===== src/rtl/seg7_pkg.sv =====
// Shared constants, types and small helpers for the six-digit seven-segment scan controller.
package seg7_pkg;

    localparam int         NDIG        = 6;
    localparam logic [3:0] SEG7_BLANK  = 4'hF;
    localparam int         DEAD_CYCLES = 1;

    typedef logic [2:0] dig_idx_t;

    localparam dig_idx_t LAST_DIG = dig_idx_t'(NDIG - 1);

    // Everything captured once per frame so a frame is drawn from one coherent set of inputs.
    typedef struct packed {
        logic [NDIG*4-1:0] bcd;
        logic [NDIG-1:0]   blink_mask;
        logic [NDIG-1:0]   dp_mask;
        logic              blank_lz;
    } snap_t;

    function automatic int cnt_width(input int n);
        return (n > 1) ? $clog2(n) : 1;
    endfunction

    function automatic logic [3:0] digit_of(input logic [NDIG*4-1:0] bcd, input dig_idx_t i);
        logic [3:0] d;
        d = SEG7_BLANK;
        for (int k = 0; k < NDIG; k++) begin
            if (i == dig_idx_t'(k)) d = bcd[4*k +: 4];
        end
        return d;
    endfunction

    function automatic logic bit_of(input logic [NDIG-1:0] mask, input dig_idx_t i);
        logic b;
        b = 1'b0;
        for (int k = 0; k < NDIG; k++) begin
            if (i == dig_idx_t'(k)) b = mask[k];
        end
        return b;
    endfunction

endpackage


===== src/rtl/seg7_scan_ctrl_if.sv =====
// Display-side bundle of the scan controller: digit data and masks in, decoder/select drive out.
interface seg7_scan_ctrl_if;

    logic                         en;
    logic [seg7_pkg::NDIG*4-1:0]  bcd_in;
    logic [seg7_pkg::NDIG-1:0]    blink_mask;
    logic [seg7_pkg::NDIG-1:0]    dp_mask;
    logic                         blank_lz;
    logic [3:0]                   num;
    logic [seg7_pkg::NDIG-1:0]    dig_sel_n;
    logic                         dp_n;
    logic                         frame_tick;

    modport master (
        output en, bcd_in, blink_mask, dp_mask, blank_lz,
        input  num, dig_sel_n, dp_n, frame_tick
    );

    modport slave (
        input  en, bcd_in, blink_mask, dp_mask, blank_lz,
        output num, dig_sel_n, dp_n, frame_tick
    );

endinterface


===== src/rtl/scan_prescaler.sv =====
// Slot/digit sequencer: cycle counter within a slot, digit index, frame-start strobe and frame_tick.
module scan_prescaler
    import seg7_pkg::*;
#(
    parameter int SCAN_DIV = 50000,
    parameter int CNT_W    = 16
) (
    input  logic             clk,
    input  logic             rst,
    input  logic             en,
    output logic [CNT_W-1:0] cnt,
    output dig_idx_t         idx,
    output logic             frame_start,
    output logic             frame_tick
);

    localparam logic [CNT_W-1:0] CNT_LAST = CNT_W'(SCAN_DIV - 1);

    logic [CNT_W-1:0] cnt_q, cnt_d;
    dig_idx_t         idx_q, idx_d;
    logic             frame_tick_q, frame_tick_d;

    always_comb begin
        // NOTE: every signal written here gets a default first, so no path can leave it unassigned and infer a latch.
        cnt_d        = cnt_q;
        idx_d        = idx_q;
        frame_start  = en && (cnt_q == '0) && (idx_q == '0);
        frame_tick_d = frame_start;
        if (!en) begin
            cnt_d = '0;
            idx_d = '0;
        end else if (cnt_q == CNT_LAST) begin
            cnt_d = '0;
            idx_d = (idx_q == LAST_DIG) ? dig_idx_t'(0) : idx_q + dig_idx_t'(1);
        end else begin
            cnt_d = cnt_q + CNT_W'(1);
        end
    end

    always_ff @(posedge clk) begin
        // NOTE: sequential state uses <= so every flop samples pre-edge values regardless of statement order.
        if (rst) begin
            cnt_q        <= '0;
            idx_q        <= '0;
            frame_tick_q <= 1'b0;
        end else begin
            cnt_q        <= cnt_d;
            idx_q        <= idx_d;
            frame_tick_q <= frame_tick_d;
        end
    end

    assign cnt        = cnt_q;
    assign idx        = idx_q;
    assign frame_tick = frame_tick_q;

endmodule


===== src/rtl/seg7_scan_ctrl.sv =====
// Six-digit time-multiplexed display scanner: per-frame snapshot, blink, leading-zero blank, dp, dead time.
module seg7_scan_ctrl
    import seg7_pkg::*;
#(
    parameter int SCAN_DIV     = 50000,
    parameter int BLINK_FRAMES = 64
) (
    input logic             clk,
    input logic             rst,
    seg7_scan_ctrl_if.slave bus
);

    localparam int                 CNT_W     = cnt_width(SCAN_DIV);
    localparam int                 BFRM_W    = cnt_width(BLINK_FRAMES);
    localparam logic [CNT_W-1:0]   CNT_DEAD  = CNT_W'(DEAD_CYCLES);
    localparam logic [BFRM_W-1:0]  BFRM_LAST = BFRM_W'(BLINK_FRAMES - 1);
    localparam logic [NDIG-1:0]    SEL_ONE   = NDIG'(1);

    logic [CNT_W-1:0] cnt;
    dig_idx_t         idx;
    logic             frame_start;
    logic             frame_tick;

    snap_t             snap_in, snap_q, snap_d;
    logic [BFRM_W-1:0] bfrm_q, bfrm_d;
    logic              bphase_q, bphase_d;
    logic              blink_off_q, blink_off_d;
    logic              blink_off_cur;
    logic [3:0]        digit;
    logic [3:0]        num_q, num_d;
    logic [NDIG-1:0]   dig_sel_n_q, dig_sel_n_d;
    logic              dp_n_q, dp_n_d;

    scan_prescaler #(
        .SCAN_DIV (SCAN_DIV),
        .CNT_W    (CNT_W)
    ) u_prescaler (
        .clk         (clk),
        .rst         (rst),
        .en          (bus.en),
        .cnt         (cnt),
        .idx         (idx),
        .frame_start (frame_start),
        .frame_tick  (frame_tick)
    );

    // bphase advances for the next frame; blink_off holds the phase the current frame is drawn with.
    always_comb begin
        snap_in     = '{bcd: bus.bcd_in, blink_mask: bus.blink_mask,
                        dp_mask: bus.dp_mask, blank_lz: bus.blank_lz};
        snap_d      = snap_q;
        bfrm_d      = bfrm_q;
        bphase_d    = bphase_q;
        blink_off_d = blink_off_q;
        if (!bus.en) begin
            bfrm_d      = '0;
            bphase_d    = 1'b0;
            blink_off_d = 1'b0;
        end else if (frame_start) begin
            snap_d      = snap_in;
            blink_off_d = bphase_q;
            if (bfrm_q == BFRM_LAST) begin
                bfrm_d   = '0;
                bphase_d = ~bphase_q;
            end else begin
                bfrm_d = bfrm_q + BFRM_W'(1);
            end
        end
    end

    // The frame-start cycle already draws from the values being captured, so a frame never mixes old and new data.
    always_comb begin
        blink_off_cur = frame_start ? bphase_q : blink_off_q;
        digit         = digit_of(snap_d.bcd, idx);
        num_d         = SEG7_BLANK;
        dig_sel_n_d   = '1;
        dp_n_d        = 1'b1;
        if (bus.en) begin
            if (blink_off_cur && bit_of(snap_d.blink_mask, idx)) begin
                num_d = SEG7_BLANK;
            end else if (idx == LAST_DIG && snap_d.blank_lz && digit == 4'd0) begin
                num_d = SEG7_BLANK;
            end else begin
                num_d = digit;
            end
            if (cnt >= CNT_DEAD) begin
                dig_sel_n_d = ~(SEL_ONE << idx);
                dp_n_d      = ~bit_of(snap_d.dp_mask, idx);
            end
        end
    end

    always_ff @(posedge clk) begin
        if (rst) begin
            // NOTE: the snapshot is cleared by reset only; dropping en deliberately leaves it untouched.
            snap_q      <= '0;
            bfrm_q      <= '0;
            bphase_q    <= 1'b0;
            blink_off_q <= 1'b0;
            num_q       <= SEG7_BLANK;
            dig_sel_n_q <= '1;
            dp_n_q      <= 1'b1;
        end else begin
            snap_q      <= snap_d;
            bfrm_q      <= bfrm_d;
            bphase_q    <= bphase_d;
            blink_off_q <= blink_off_d;
            num_q       <= num_d;
            dig_sel_n_q <= dig_sel_n_d;
            dp_n_q      <= dp_n_d;
        end
    end

    assign bus.num        = num_q;
    assign bus.dig_sel_n  = dig_sel_n_q;
    assign bus.dp_n       = dp_n_q;
    assign bus.frame_tick = frame_tick;

endmodule


===== src/flat_wrapper.sv =====
// flat-port wrapper written by rule: the top's interface ports become plain ports
module seg7_scan_ctrl_flat import seg7_pkg::*;
#(
    parameter int SCAN_DIV     = 50000,
    parameter int BLINK_FRAMES = 64
)
  (clk, rst, bus_en, bus_bcd_in, bus_blink_mask, bus_dp_mask, bus_blank_lz, bus_num, bus_dig_sel_n, bus_dp_n, bus_frame_tick);
  seg7_scan_ctrl_if bus_i ();
  input logic clk;
  input logic rst;
  input wire logic [$bits(bus_i.en)-1:0] bus_en;
  input wire logic [$bits(bus_i.bcd_in)-1:0] bus_bcd_in;
  input wire logic [$bits(bus_i.blink_mask)-1:0] bus_blink_mask;
  input wire logic [$bits(bus_i.dp_mask)-1:0] bus_dp_mask;
  input wire logic [$bits(bus_i.blank_lz)-1:0] bus_blank_lz;
  output wire logic [$bits(bus_i.num)-1:0] bus_num;
  output wire logic [$bits(bus_i.dig_sel_n)-1:0] bus_dig_sel_n;
  output wire logic [$bits(bus_i.dp_n)-1:0] bus_dp_n;
  output wire logic [$bits(bus_i.frame_tick)-1:0] bus_frame_tick;
  assign bus_i.en = bus_en;
  assign bus_i.bcd_in = bus_bcd_in;
  assign bus_i.blink_mask = bus_blink_mask;
  assign bus_i.dp_mask = bus_dp_mask;
  assign bus_i.blank_lz = bus_blank_lz;
  assign bus_num = bus_i.num;
  assign bus_dig_sel_n = bus_i.dig_sel_n;
  assign bus_dp_n = bus_i.dp_n;
  assign bus_frame_tick = bus_i.frame_tick;
  seg7_scan_ctrl #(.SCAN_DIV(SCAN_DIV), .BLINK_FRAMES(BLINK_FRAMES)) u_core (.clk(clk), .rst(rst), .bus(bus_i));
endmodule

===== config.mk =====
export PLATFORM = sky130hd
export DESIGN_NAME = seg7_scan_ctrl_flat
export DESIGN_NICKNAME = d
export VERILOG_FILES = /design/src/rtl/seg7_pkg.sv /design/src/rtl/seg7_scan_ctrl_if.sv /design/src/rtl/scan_prescaler.sv /design/src/rtl/seg7_scan_ctrl.sv /design/src/flat_wrapper.sv
export SDC_FILE = /design/constraint.sdc
export NUM_CORES = 1
export LEC_CHECK = 0
export ABC_AREA = 1
export CORE_MARGIN = 5
export CORE_UTILIZATION = 30
export CTS_BUF_LIST = sky130_fd_sc_hd__clkbuf_8
export DETAILED_ROUTE_END_ITERATION = 16
export PLACE_DENSITY_LB_ADDON = 0.2
export SLEW_MARGIN = 40
export SYNTH_ARGS = -nofsm -noshare
export SYNTH_HDL_FRONTEND = slang
export SYNTH_SLANG_ARGS = --single-unit

===== constraint.sdc =====
create_clock -name clk -period 4.5 [get_ports clk]
set_clock_uncertainty 0.2 [all_clocks]
set_input_delay 0.45 -clock clk [delete_from_list [all_inputs] [get_ports clk]]
set_output_delay 0.45 -clock clk [all_outputs]
set_load 0.01 [all_outputs]

== Word-level counts from Yosys, hierarchy flattened ==
Cells that the tools add are included.
Widths: inputs -> output; s select.
Storage, ports and cells
  register bits: 76
  bits in latches: 0
  RAM bits: 0
  bits in read-only memories: 0
  output and inout bits: 12
  logic and storage cells: 69
  memories: 0
Operators by class
  add/sub/neg operators: 3
  $mul: 0
  div/mod/pow operators: 0
  $lt $le $gt $ge: 1
  equality and inequality tests: 7
  shift-type cells: 1
  multiplexer cells: 26
  bitwise gates (word level): 5
  reduce and logical (&&, ||, !) cells: 13
Operator list (count)
  $mux 37: 2
  $mux 4: 6
  $add 16x1->16 const B: 1
  $eq 16x16->1 const B: 1
  $ge 16x1->1 const B: 1
  $logic_not 16->1: 1
  $mux 1: 16
  $add 6x1->6 const B: 1
  $eq 3x2->1 const B: 2
  $eq 3x3->1 const B: 2
  $eq 6x6->1 const B: 1
  $mux 6: 1
  $not 6->6: 1
  $reduce_or 3->1: 2
  $shl 1x3->6 const A: 1
  $logic_and 1x1->1: 5
  $logic_not 4->1: 1
  $not 1->1: 4
  $reduce_or 4->1: 1
  $add 3x1->3 const B: 1
  $eq 3x1->1 const B: 1
  $logic_not 3->1: 1
  $mux 3: 1
  $reduce_and 2->1: 1
  $reduce_or 2->1: 1

== Depth between registers and ports, before layout ==
Gate-level depths: netlist (run 1).
  depth after elaboration: 14
  gate-level depth with buffers: 16
  mapped depth without buffers: 16

== By module ==
From an unflattened synthesis (run 1), not the netlist that was laid out.
Unflattened totals
  cell total of the unflattened synthesis: 525
  area total of the unflattened synthesis: 3637.2 sq um
Modules (own cells, without submodules)
  seg7_scan_ctrl: times used 1, cells each 355, area each 2541.2 sq um, seq. area each 1121.1 sq um
  scan_prescaler: times used 1, cells each 170, area each 1096.1 sq um, seq. area each 400.4 sq um

== Worst setup path before layout (run 1) ==
Ideal clock, no wire load.
  path type: reg-to-reg
  start: reg u_core.u_prescaler.cnt_q[0] (netlist: u_core.u_prescaler.cnt[0])
  end: reg u_core.u_prescaler.cnt_q[12] (netlist: u_core.u_prescaler.cnt[12])
  data arrival time: 1.712 ns
  required time: 4.227 ns
  path slack: 2.514 ns
  stages on the path, launching flop included: 13
  buffers on the path: 0
  path through: dfxtp_1 -> ha_1 -> nand2_1 -> nor2_1 -> inv_1 -> nor2_1 -> nand2_1 -> nor2_1 -> nand2_1 -> nor3_1 -> inv_1 -> or2_0 -> a21oi_1
On the way
  cells in the longest elaborated chain, start to end: 2
Ends and longest elaborated chain
  from (decl): RTL line scan_prescaler.sv:19  | logic [CNT_W-1:0] cnt_q, cnt_d;
  from (signal assigned): RTL line scan_prescaler.sv:47  | cnt_q <= cnt_d;
  parallel branches: the longest is 2 deep, another holds $add 16x1->16
Several ways; the timed one is not identified.
A chain may end at the register's enable or synchronous reset.

== Worst setup path in the final report (run 1) ==
  start: reg u_core.u_prescaler.cnt_q[0] (netlist: u_core.u_prescaler.cnt[0])
  end: reg u_core.num_q[2] (netlist: u_core.bus.num[2])
On the way
  cells in the longest elaborated chain, start to end: 14
Ends and longest elaborated chain
  $logic_not 16->1 (*): RTL line scan_prescaler.sv:27  | frame_start = en && (cnt_q == '0) && (idx_q == '0);
  $logic_and 1x1->1 (*) (2 in series): RTL line scan_prescaler.sv:27
  $mux 37: RTL line seg7_scan_ctrl.sv:59  | end else if (frame_start) begin
  $mux 37: RTL line seg7_scan_ctrl.sv:55  | if (!bus.en) begin
  $mux 4 or $mux 1 (tied branches) (6 in series): RTL line seg7_pkg.sv:28, seg7_pkg.sv:37
  $logic_not 4->1 or $mux 1 (tied branches): RTL line seg7_scan_ctrl.sv:81, seg7_scan_ctrl.sv:78
  $logic_and 1x1->1 (on tied branches): RTL line seg7_scan_ctrl.sv:81, seg7_scan_ctrl.sv:79
  $reduce_or 4->1 (no source line)
  to (signal assigned): RTL line seg7_scan_ctrl.sv:108  | num_q <= num_d;
  to (decl): RTL line seg7_scan_ctrl.sv:30  | logic [3:0] num_q, num_d;
Mark *: on every way between the ends. The rest lies on a longest branch, timed or not. The select of a mux whose other input is x is not followed.

==> results.sh, run 1 <==
export IMPL_seqCellArea_um2=1520
export IMPL_ys_types=37
export IMPL_drtAntennaViolNets=0
export IMPL_fin_setup_tns_ns=0
export IMPL_syn_area_um2=3510
export IMPL_syn_avg_cell_area_um2=7.16
export IMPL_drv_slew=0
export IMPL_overflow=0
export IMPL_path_clk_slew_ns=0.08
export IMPL_grt_pass1_wl_um=15100
export IMPL_layout_drive_gt1_share=0.0659
export IMPL_power_leakage_nw=1.84
export IMPL_first_pass_iters=4
export IMPL_cp_max_fo=37
export IMPL_synth_net_count=535
export IMPL_viasPerCell=4.63
export IMPL_core_area_um2=11500
export IMPL_hold_class="reg -> reg"
export IMPL_reg2reg_depth=15
export IMPL_pwr_density_cell_nw_per_um2=321
export IMPL_setup_violations=0
export IMPL_hpwl_um=6380
export IMPL_clk_latency_ns=0.35
export IMPL_die_area_um2=14000
export IMPL_hold_path_depth=2
export IMPL_slew_headroom=0.552
export IMPL_vdd_ir_drop_max_v=0.000124
export IMPL_clock_path_buffers=2
export IMPL_final_cells=689
export IMPL_ys_warn_count=0
export IMPL_cts_inserted_buffers=9
export IMPL_rows=39
export IMPL_synth_area_leader_cell="dfxtp_1"
export IMPL_timing_final_crit_period_ns=3.09
export IMPL_hold_violations=0
export IMPL_fillers=1203
export IMPL_initial_core_util=0.306
export IMPL_grt_max_degree=40
export IMPL_mostFrequentLayoutCell="nand2_1"
export IMPL_fin_nets=587
export IMPL_multiInputGateArea_um2=1660
export IMPL_crit_chain="inv_1, ha_1, nand2_1, nor2_2, nand3_4, inv_2, nand2_1, nand3_1, nand2_1, inv_1, nand2_1, nand2_1, nor2_1, nand2_2, nand3_1"
export IMPL_cts_tree="done"
export IMPL_timing_max_cap_violations=0
export IMPL_max_clock_freq_mhz=324
export IMPL_synth_top_area_frac=0.434
export IMPL_drt_iter0_markers=171
export IMPL_root_buffer="clkbuf_8"
export IMPL_grt_usage=0.131
export IMPL_cpLargestDelayFamily="simple AND/OR/NAND/NOR gates"
export IMPL_synthCells=490
export IMPL_status="complete, no violations"
export IMPL_vias=3193
export IMPL_required_ns=4.53
export IMPL_htreeDepth=3
export IMPL_end_kind="register"
export IMPL_layout_common_cells="nand2_1 (133), dfxtp_1 (76), inv_1 (60)"
export IMPL_critPathArrivalTime_ns=3.12
export IMPL_crit_path_top_delay_cell="nand3_4"
export IMPL_slowest_delay_ns=0.52
export IMPL_worstSetupStartpointType="register"
export IMPL_grt_setup_unrepaired="no"
export IMPL_grt_pass1_vias=3024
export IMPL_ys_ff_latch=76
export IMPL_tightest_slew_ns=0.669
export IMPL_die_h_um=118
export IMPL_period_share=0.686
export IMPL_synth_area_top_cells="dfxtp_1 (43%), nand2_1 (14%), inv_1 (6.4%)"
export IMPL_critPathBufInv=3
export IMPL_area_delta_synth_final_pct=23.2
export IMPL_postCtsSetupBuffers=0
export IMPL_insertedDiodeCount=0
export IMPL_antenna_found_initial=0
export IMPL_routedWlPerCell_um=12.9
export IMPL_clkSinkCount=76
export IMPL_cts_resized=0
export IMPL_setup_worst_path_class="reg -> reg"
export IMPL_port_buffers=51
export IMPL_io_pins=52
export IMPL_place_congestion=0.827
export IMPL_die_w_um=118
export IMPL_worstSetupPathDepth=15
export IMPL_ctsHoldBuffers=0
export IMPL_path_common_cell="nand2_1"
export IMPL_seq_area_frac_synth=0.434
export IMPL_dp_cells=674
export IMPL_route_detailed_drc=0
export IMPL_routed_wl_um=8880
-- worst reg2reg max path: cells and delay by family (launching register included) --
kind / cells / cell delay (ns)
DFF: 1 / 0.35
and+or+nand+nor: 11 / 1.65
buffers and inverters: 3 / 0.61
adders and majority gates: 1 / 0.17
-- synthesized netlist by cell type --
master / number
nand3_1: 29
o21bai_1: 1
inv_1: 60
nand3b_1: 1
a311oi_1: 1
ha_1: 5
inv_2: 3
nor4_1: 1
a31o_2: 1
nor2_1: 53
nor3_1: 14
o41ai_1: 1
nand3_4: 1
clkinv_1: 1
a21boi_0: 3
nor3_2: 1
o21ai_1: 1
a21boi_1: 3
nand4_1: 17
a21oi_1: 31
a31oi_1: 1
nor3b_1: 4
a21oi_4: 1
mux2i_1: 7
o21ai_0: 13
nand3_2: 1
nand2_2: 3
nand2_1: 133
xor2_1: 2
or2_0: 1
buf_2: 4
clkbuf_1: 4
nor2_4: 2
dfxtp_1: 76
and3_1: 1
buf_6: 5
nor2_2: 4
-- cells by family (layout without fill, tap and decap cells) --
kind of cell               after synthesis  in the layout  synth area share
AOI/OAI and AO/OA                       57             57            0.0931
xor gates and xnor gates                 2              2           0.00499
adders and majority gates                5              5            0.0178
buffers and inverters                   77            133            0.0945
DFF                                     76             76             0.434
muxes                                    7              7            0.0200
and+or+nand+nor                        266            266             0.336
-- layout make-up --
| class | count | area share |
|---|---|---|
| clock buffers | 10 | 0.0318 |
| flip-flops and latches | 76 | 0.352 |
| inverters | 64 | 0.0555 |
| multi-input cells | 337 | 0.384 |
| well taps | 143 | 0.0414 |
| repair buffers | 54 | 0.123 |
| clock inverters | 5 | 0.0121 |
-- layer usage --
| layer | up-vias | share of wire | track usage |
|---|---|---|---|
| li1 | 1674 | - | - |
| met2 | 59 | 0.46 | 0.211 |
| met4 | 0 | 0.016 | 0.0573 |
| met5 | - | 0 | 0 |
| met1 | 1448 | 0.48 | 0.172 |
| met3 | 12 | 0.042 | 0.0263 |
-- per-stage QoR --
step	hold WS, ns	cell area (um^2)	power (W)	util	worst slack, ns
6_report	0.273	4330	0.00139	0.377	1.41
2_1_floorplan	0.245	3510	0.000824	-	2.51
4_1_cts	0.275	4330	0.00141	0.377	1.37
5_1_grt	0.288	4330	0.00146	0.377	1.06
3_5_place_dp	0.263	4140	0.000888	0.361	1.20
3_3_place_gp	0.258	4130	0.000886	0.360	1.23
-- power breakdown --
group	switching, W	leakage (nW)	internal, W
Sequential	0.00000748	0.621	0.000699
Combinational	0.0000914	1.12	0.0000729
Clock	0.000252	0.0979	0.000265
-- path summary, 6_finish.rpt --
check / start / to / slack [ns]
worst min register to register: u_core.blink_off_q / u_core.blink_off_q / 0.27
worst max-delay path: u_core.u_prescaler.cnt[0] / u_core.bus.num[2] / 1.41
worst min-delay path: u_core.blink_off_q / u_core.blink_off_q / 0.27
worst max register to register: u_core.u_prescaler.cnt[0] / u_core.bus.num[2] / 1.41
-- registers in the layout (all words and copies together), names as in the netlist, 3 cells and up --
signal,count
u_core.bus.num,4
u_core.bfrm_q,6
u_core.u_prescaler.idx,3
u_core.bus.dig_sel_n,6
u_core.u_prescaler.cnt,16
u_core.snap_q,37
No activity file was read; power rests on OpenSTA's default activity.
==> inputs of run 2 (changes only) <==
clock period = 2.7 ns   (was 4.5 ns; I/O delays follow)
==> run 2 against run 1 <==
  * Critical path depth did not move
  * Die area did not move
  * Count of clock-buffer cells in the layout is 1 higher
  * Sequential power rose by 67%
  * Largest power group unchanged
  * Highest routed layer unchanged
  * Largest cell class unchanged
  * Setup slack worse by 1.1 ns
==> results.sh, run 2 (synthesis results as in run 1) <==
export IMPL_die_area_um2=14000
export IMPL_largest_register="u_core.snap_q"
export IMPL_port_buffers=51
export IMPL_layout_drive_gt1_share=0.0775
export IMPL_drt_iter0_markers=134
export IMPL_path_common_cell="nand2_1"
export IMPL_routed_wl_um=9010
export IMPL_grt_pass1_vias=3144
export IMPL_io_pins=52
export IMPL_seqCellArea_um2=1520
export IMPL_p_switching_w=0.000576
export IMPL_antenna_found_initial=0
export IMPL_hpwl_um=6600
export IMPL_die_h_um=118
export IMPL_setup_worst_path_class="reg -> reg"
export IMPL_hold_violations=0
export IMPL_core_area_um2=11500
export IMPL_period_share=0.894
export IMPL_clk_latency_ns=0.35
export IMPL_root_buffer="clkbuf_8"
export IMPL_required_ns=2.74
export IMPL_hold_class="reg -> reg"
export IMPL_fillers=1237
export IMPL_cts_tree="done"
export IMPL_vdd_ir_drop_max_v=0.000178
export IMPL_max_clock_freq_mhz=414
export IMPL_clkSinkCount=76
export IMPL_crit_chain="inv_1, ha_1, nand2_1, nor2_4, nand3_4, buf_6, nand2_1, nand3_1, nand2_1, o21ai_1, nand2_1, nand2_1, nor2_1, nand2_2, nand3_1"
export IMPL_timing_max_cap_violations=0
export IMPL_die_w_um=118
export IMPL_cts_inserted_buffers=9
export IMPL_slew_headroom=0.716
export IMPL_grt_max_degree=39
export IMPL_end_kind="register"
export IMPL_internal_power_w=0.00176
export IMPL_critPathArrivalTime_ns=2.45
export IMPL_postCtsSetupBuffers=0
export IMPL_initial_core_util=0.306
export IMPL_seqPwrFrac=0.504
export IMPL_area_delta_synth_final_pct=25.8
export IMPL_timing_final_crit_period_ns=2.41
export IMPL_grt_pass1_wl_um=15200
export IMPL_setup_violations=0
export IMPL_largest_reg_flops=37
export IMPL_routedWlPerCell_um=12.9
export IMPL_critPathBufInv=2
export IMPL_vias=3207
export IMPL_path_clk_slew_ns=0.08
export IMPL_power_total_w=0.00234
export IMPL_mostFrequentLayoutCell="nand2_1"
export IMPL_pwr_density_cell_nw_per_um2=529
export IMPL_place_congestion=0.775
export IMPL_cp_max_fo=16
export IMPL_p_clk_frac=0.372
export IMPL_power_leakage_nw=1.89
export IMPL_overflow=0
export IMPL_slowest_delay_ns=0.39
export IMPL_layout_common_cells="nand2_1 (133), dfxtp_1 (76), inv_1 (61)"
export IMPL_crit_path_top_delay_cell="dfxtp_1"
export IMPL_cpLargestDelayFamily="simple AND/OR/NAND/NOR gates"
export IMPL_tightest_slew_ns=0.426
export IMPL_viasPerCell=4.59
export IMPL_grt_usage=0.132
export IMPL_clock_path_buffers=2
export IMPL_rows=39
export IMPL_fin_setup_tns_ns=0
export IMPL_fin_nets=597
export IMPL_sw_frac_of_total=0.247
export IMPL_grt_setup_unrepaired="no"
export IMPL_route_detailed_drc=0
export IMPL_htreeDepth=3
export IMPL_insertedDiodeCount=0
export IMPL_drv_slew=0
export IMPL_drtAntennaViolNets=0
export IMPL_status="complete, no violations"
export IMPL_first_pass_iters=4
export IMPL_worstSetupStartpointType="register"
export IMPL_multiInputGateArea_um2=1680
export IMPL_p_comb_frac=0.125
-- run 2: layer usage --
layer,GRT usage,vias to the layer above,part of all wire
li1,-,1696,-
met1,0.162,1444,0.47
met2,0.222,54,0.47
met3,0.0310,13,0.037
met4,0.0559,0,0.019
met5,0,-,0
-- run 2: worst paths after layout --
check                            startpoint                 to  slack (ns)  depth (start not counted)
setup / recovery  u_core.u_prescaler.cnt[0]  u_core.bus.num[1]        0.29                         15
hold / removal            u_core.snap_q[21]  u_core.snap_q[21]        0.27                          2
setup reg to reg  u_core.u_prescaler.cnt[0]  u_core.bus.num[1]        0.29                         15
hold reg to reg           u_core.snap_q[21]  u_core.snap_q[21]        0.27                          2
-- run 2: worst reg2reg max path: cells and delay by family, from the launching register on --
family | cells | cell delay, ns
AND/OR/NAND/NOR | 11 | 1.01
buffers and inverters | 2 | 0.29
flip-flops | 1 | 0.39
adder cells (fa/ha/maj) | 1 | 0.22
AO/OA/AOI/OAI | 1 | 0.21
-- run 2: per-stage QoR --
| step | instance area [um^2] | instances | setup WS (ns) | utilization | hold slack, ns |
|---|---|---|---|---|---|
| after floorplan | 3510 | 490 | 0.714 | - | 0.228 |
| after global placement | 4200 | 683 | 0.0586 | 0.366 | 0.258 |
| after detailed placement | 4200 | 683 | 0.0488 | 0.366 | 0.262 |
| after CTS | 4390 | 697 | 0.0789 | 0.383 | 0.273 |
| after global routing | 4420 | 698 | 0.0318 | 0.385 | 0.285 |
| final | 4420 | 698 | 0.285 | 0.385 | 0.269 |
-- run 2: layout make-up --
| class | count | area share |
|---|---|---|
| inverter | 64 | 0.0550 |
| sequential | 76 | 0.344 |
| timing repair buffer | 63 | 0.137 |
| clock inverter | 3 | 0.00878 |
| multi-input combinational | 338 | 0.380 |
| tap | 143 | 0.0405 |
| clock buffer | 11 | 0.0343 |
-- run 2: power groups by stage --
stage	clock network [W]	logic, W	registers, W
after floorplan	0	0.000169	0.00120
after CTS	0.000896	0.000289	0.00118
after global routing	0.000940	0.000326	0.00118
after global placement	0	0.000284	0.00120
final	0.000869	0.000291	0.00118
after detailed placement	0	0.000287	0.00120
-- run 2: timing repair --
action,4_1_cts,5_1_grt
resized for setup,0,6
endpoints found under the setup margin,0,5
hold buffers,0,0
==> inputs of run 3 (changes only) <==
CTS_CLUSTER_DIAMETER = 40   (was default)
==> results of run 3 <==
Same layout as run 2: the final DEF is identical, and so are final timing and power.
==> RTL edit 1 (settings of run 2) <==
`SCAN_DIV` is set to 50000 in 3 places; all go to 100000.
--- a/src/rtl/scan_prescaler.sv
+++ b/src/rtl/scan_prescaler.sv
@@ -4,3 +4,3 @@
 #(
-    parameter int SCAN_DIV = 50000,
+    parameter int SCAN_DIV = 100000,
     parameter int CNT_W    = 16
--- a/src/rtl/seg7_scan_ctrl.sv
+++ b/src/rtl/seg7_scan_ctrl.sv
@@ -4,3 +4,3 @@
 #(
-    parameter int SCAN_DIV     = 50000,
+    parameter int SCAN_DIV     = 100000,
     parameter int BLINK_FRAMES = 64
--- a/src/flat_wrapper.sv
+++ b/src/flat_wrapper.sv
@@ -3,3 +3,3 @@
 #(
-    parameter int SCAN_DIV     = 50000,
+    parameter int SCAN_DIV     = 100000,
     parameter int BLINK_FRAMES = 64
Formal check against the unedited RTL: no difference found for any inputs over 10 cycles, from zero or initial values and one cycle with rst high; that may be too few to reach the edited logic, so the function may still have changed.
==> RTL edit 1 against run 2 <==
  * Largest power group unchanged
  * Final area rose by 1.4%
  * Count of clock-buffer cells in the layout fell by 2
  * Maximum frequency rose by 1.1%
  * Sequential cell count rose by 1
  * Largest cell class unchanged
  * Synthesized area rose by 1.0%
  * Routed wire length fell by 1.3%
  * Worst setup slack improved by 0.027 ns
  * Critical endpoint is now u_core.bus.num[2]$_SDFF_PP1_
  * Total power rose by 4.1%
==> RTL edit 1: results (changes against run 2) <==
[status]
outcome=complete, no violations  ; unchanged

[place]
place_area_um2=4260  ; was 4200 µm²
dpl.cell_count=678  ; was 683
place.gp.congestion=0.784  ; was 0.775

[sta]
whs_ns=0.271  ; was 0.269 ns

[power]
switchingPower_mw=0.596  ; was 0.576 mW
p_leak_nw=1.92  ; was 1.89 nW
ir_drop_mv=0.325  ; was 0.178 mV
comb_power_mw=0.295  ; was 0.291 mW

[worst_setup_path]
worst_path_largest_cell_delay_ns=0.42  ; was 0.39 ns
regToRegSetupSlack_ns=0.31  ; was 0.29 ns
path_max_fanout=26  ; was 16

[layout]
multi_input_area_um2=1690  ; was 1680 µm²
drive_gt1_share_pct=9.82  ; was 7.75%

[global_route]
grtUsageMet2_pct=22.6  ; was 22.2%
track_usage_pct=13.2  ; about the same

[synthesis]
postSynthCellCount=484  ; was 490
ys_types=39  ; was 37
synthTopCellsByCount=114 x nand2_1, 77 x dfxtp_1, 56 x nor2_1  ; was 133 x nand2_1, 76 x dfxtp_1, 60 x inv_1
synth_nets=529  ; was 535
synthTopCellsByArea=dfxtp_1 43%, nand2_1 12%, nor2_1 5.9%  ; was dfxtp_1 43%, nand2_1 14%, inv_1 6.4%

[route]
drt-vias-per-instance=4.53  ; was 4.59
wl_met1_mm=4.17  ; was 4.25 mm
drt-initial-drc-count=106  ; was 134
wl_per_cell_um=12.8  ; was 12.9 µm

[RTL edit 1: cell types whose count changed after synthesis, moves of 4 or more]
cell,before,now
o21ai_0,13,6
xor2_1,2,6
nand4_1,17,13
inv_1,60,55
nand3_1,29,34
o21ai_1,1,12
or2_1,0,4
nor3_1,14,10
nand2_1,133,114
[RTL edit 1: worst max-delay path: cells and delay by family, from the launching register on]
kind            cells  cell delay (ns)
flops               1             0.42
compound gates      1             0.18
fa+ha+maj           1             0.19
mux                 1             0.23
buf+inv             4             0.51
simple gates        6             0.53
[RTL edit 1: kinds of logic (layout without fill, tap and decap cells)]
kind of cell    after synthesis  after routing  synth area share, %
simple gates                257            257                 33.2
flops                        77             77                 43.5
buf+inv                      74            140                 8.75
compound gates               59             59                 9.28
xor+xnor                      7              7                 1.73
fa+ha+maj                     5              5                 1.76
mux                           5              5                 1.76
[RTL edit 1: worst paths after layout]
kind	cells after the start	end	from
worst max-delay path	13	u_core.bus.num[2]$_SDFF_PP1_	u_core.u_prescaler.cnt[0]$_SDFF_PP0_
worst max register to register	13	u_core.bus.num[2]$_SDFF_PP1_	u_core.u_prescaler.cnt[0]$_SDFF_PP0_
worst min-delay path	2	u_core.snap_q[21]$_SDFF_PP0_	u_core.snap_q[21]$_SDFF_PP0_
worst min register to register	2	u_core.snap_q[21]$_SDFF_PP0_	u_core.snap_q[21]$_SDFF_PP0_
[RTL edit 1: layout make-up]
class / count / area share, %
tap: 143 / 4.00
sequential: 77 / 34.4
inverter: 61 / 5.11
clock buffer: 9 / 2.77
multi-input combinational: 333 / 37.8
clock inverter: 6 / 1.98
timing repair buffer: 64 / 13.9
==> RTL edit 2 (flow settings as in run 2) <==
Made on the original files. One comparison of `idx_q` changes from == to >=.
--- a/src/rtl/scan_prescaler.sv
+++ b/src/rtl/scan_prescaler.sv
@@ -33,3 +33,3 @@
             cnt_d = '0;
-            idx_d = (idx_q == LAST_DIG) ? dig_idx_t'(0) : idx_q + dig_idx_t'(1);
+            idx_d = (idx_q >= LAST_DIG) ? dig_idx_t'(0) : idx_q + dig_idx_t'(1);
         end else begin
Check against the original RTL: same outputs for any inputs over 10 cycles, from zero or initial values and one cycle with rst high; that may be too few to reach the edited logic, so the function may still have changed.
==> RTL edit 2 against run 2 <==
  * Final area increased by 3.1%
  * Routed wire length increased by 1.7%
  * Global-route usage grew 0.37 points
  * Synthesized area is 1.0% higher
  * Die area rose by 0.92%
  * Non-clock buffer count up 3
  * Total power grew 9.1%
  * Sequential cell count unchanged
  * Worst setup slack better by 0.042 ns
  * Maximum frequency up 1.8%
  * Count of clock-buffer cells in the layout down 1
  * Final cell count up 1.6%
==> RTL edit 2: results (changes against run 2) <==
[clock_tree]
clk_latency_ns=0.36
postCtsHoldBufs=0  ; unchanged
cts_made_buffers=9  ; unchanged
clockRootBuffer=clkbuf_8  ; unchanged
ctsHtreeMaxLevel=3  ; unchanged
clockBufferDepth=2  ; unchanged
cts_setup_buffers=0  ; unchanged

[worst_hold_path]
hold_class=reg -> reg  ; unchanged
min_to=u_core.blink_off_q$_SDFF_PP0_  ; was u_core.snap_q[21]$_SDFF_PP0_
min-delay-start=u_core.blink_off_q$_SDFF_PP0_  ; was u_core.snap_q[21]$_SDFF_PP0_

[synthesis]
synthTopCellsByCount=135 x nand2_1, 76 x dfxtp_1, 65 x inv_1  ; was 133 x nand2_1, 76 x dfxtp_1, 60 x inv_1
ys_types=40  ; was 37
synth_flop_cell=dfxtp_1  ; unchanged
yosysWarningCount=0  ; unchanged
synthTopCellsByArea=dfxtp_1 43%, nand2_1 14%, inv_1 6.9%  ; was dfxtp_1 43%, nand2_1 14%, inv_1 6.4%
async_reset_ff_share_pct=0  ; unchanged
synth_nets=544  ; was 535
ys_seq_area_share_pct=42.9  ; was 43.4%

[layout]
num_antenna_cells=0  ; unchanged
drive_gt1_share_pct=9.72  ; was 7.75%
fin_nets=610  ; was 597
fillCellCount=1239  ; was 1237

[global_route]
grtUsageMet2_pct=21.5  ; was 22.2%
grt_pass1_wl_mm=15.4  ; was 15.2 mm
antenna_found_initial=0  ; unchanged
grt_max_degree=39  ; unchanged
grt_pass1_vias=3209  ; was 3144
track_usage_pct=13.6  ; was 13.2%
met1_usage_pct=17.6  ; was 16.2%
grtUsageMet3_pct=3.15  ; was 3.10%

[route]
drt-vias-per-instance=4.64  ; was 4.59
drt-initial-drc-count=148  ; was 134
ant_nets=0  ; unchanged
wl_mm=9.17  ; was 9.01 mm
first_pass_iters=4  ; unchanged

[worst_setup_path]
worstSetupPathType=reg -> reg  ; unchanged
worst_path_largest_cell_delay_ns=0.39  ; about the same
worstPathArrival_ns=2.42  ; was 2.45 ns
timing.rr.end=u_core.bus.num[2]$_SDFF_PP1_  ; was u_core.bus.num[1]$_SDFF_PP1_
path_max_fanout=12  ; was 16
critPathTopFamily=simple AND/OR/NAND/NOR gates  ; unchanged
r2r_start=u_core.u_prescaler.idx[0]$_SDFFE_PP0P_  ; was u_core.u_prescaler.cnt[0]$_SDFF_PP0_
critPathSlowestCell=dfxtp_1  ; unchanged
regToRegSetupSlack_ns=0.33  ; was 0.29 ns
reg2regPathDepth=14  ; was 15

[sta]
whs_ns=0.276  ; was 0.269 ns
finalCritPeriodShare_pct=87.9  ; was 89.4%
tightest_slew_ns=0.545  ; was 0.426 ns

[power]
ir_drop_mv=0.173  ; was 0.178 mV
p_leak_nw=2.04  ; was 1.89 nW

[status]
outcome=complete, no violations  ; unchanged

[place]
io_buffers=51  ; unchanged
place.gp.congestion=0.809  ; was 0.775
dpl.hpwl_mm=6.81  ; was 6.60 mm
dp_slack_ns=0.205  ; was 0.0488 ns

RTL edit 2: changes by cell type after synthesis, moves of 3 or more:
cell and delta:
buf_6 -3, ha_1 +4, inv_1 +5, nand3_1 +4
nor2_1 -6, nor3_1 -5, o21ai_1 +3
RTL edit 2: through the flow:
stage               cells  total power [mW]  area, µm²  utilization [%]
finish                709              2.55       4560             39.6
global route          709              2.67       4560             39.6
CTS                   708              2.58       4530             39.3
detailed placement    692              1.49       4280             37.1
global placement      692              1.49       4280             37.1
floorplan             495              1.37       3540                -
RTL edit 2: layout make-up:
type	count	share of cell area, %
Multi-Input combinational cell	339	37.6
Sequential cell	76	33.4
Timing Repair Buffer	66	13.8
Inverter	69	5.77
Tap cell	143	3.93
Clock buffer	10	3.02
Clock inverter	6	2.42
RTL edit 2: where the power goes:
part	internal, mW	switching [mW]	leakage, nW
clock	0.639	0.440	0.124
sequential	1.16	0.0131	0.621
combinational	0.135	0.159	1.29
RTL edit 2: cells by family (layout without fill, tap and decap cells):
| kind of cell | count (synthesis) | in the layout | synth area share [%] |
|---|---|---|---|
| AO/OA/AOI/OAI | 58 | 58 | 9.39 |
| XOR/XNOR | 2 | 2 | 0.494 |
| AND/OR/NAND/NOR | 262 | 262 | 32.6 |
| buffers and inverters | 80 | 151 | 9.04 |
| multiplexers | 8 | 8 | 2.36 |
| flip-flops | 76 | 76 | 42.9 |
| adder cells (fa/ha/maj) | 9 | 9 | 3.18 |
RTL edit 2: tightest hold or removal path: cells and delay by family (launching register included):
kind	cells	cell delay, ns
compound gates	1	0.06
flops	1	0.30
simple gates	1	0.07
RTL edit 2: metal layers:
layer,vias up,routed length (µm)
met5,-,0
met2,85,4030
li1,1720,-
met3,19,526
met1,1466,4390
met4,0,219
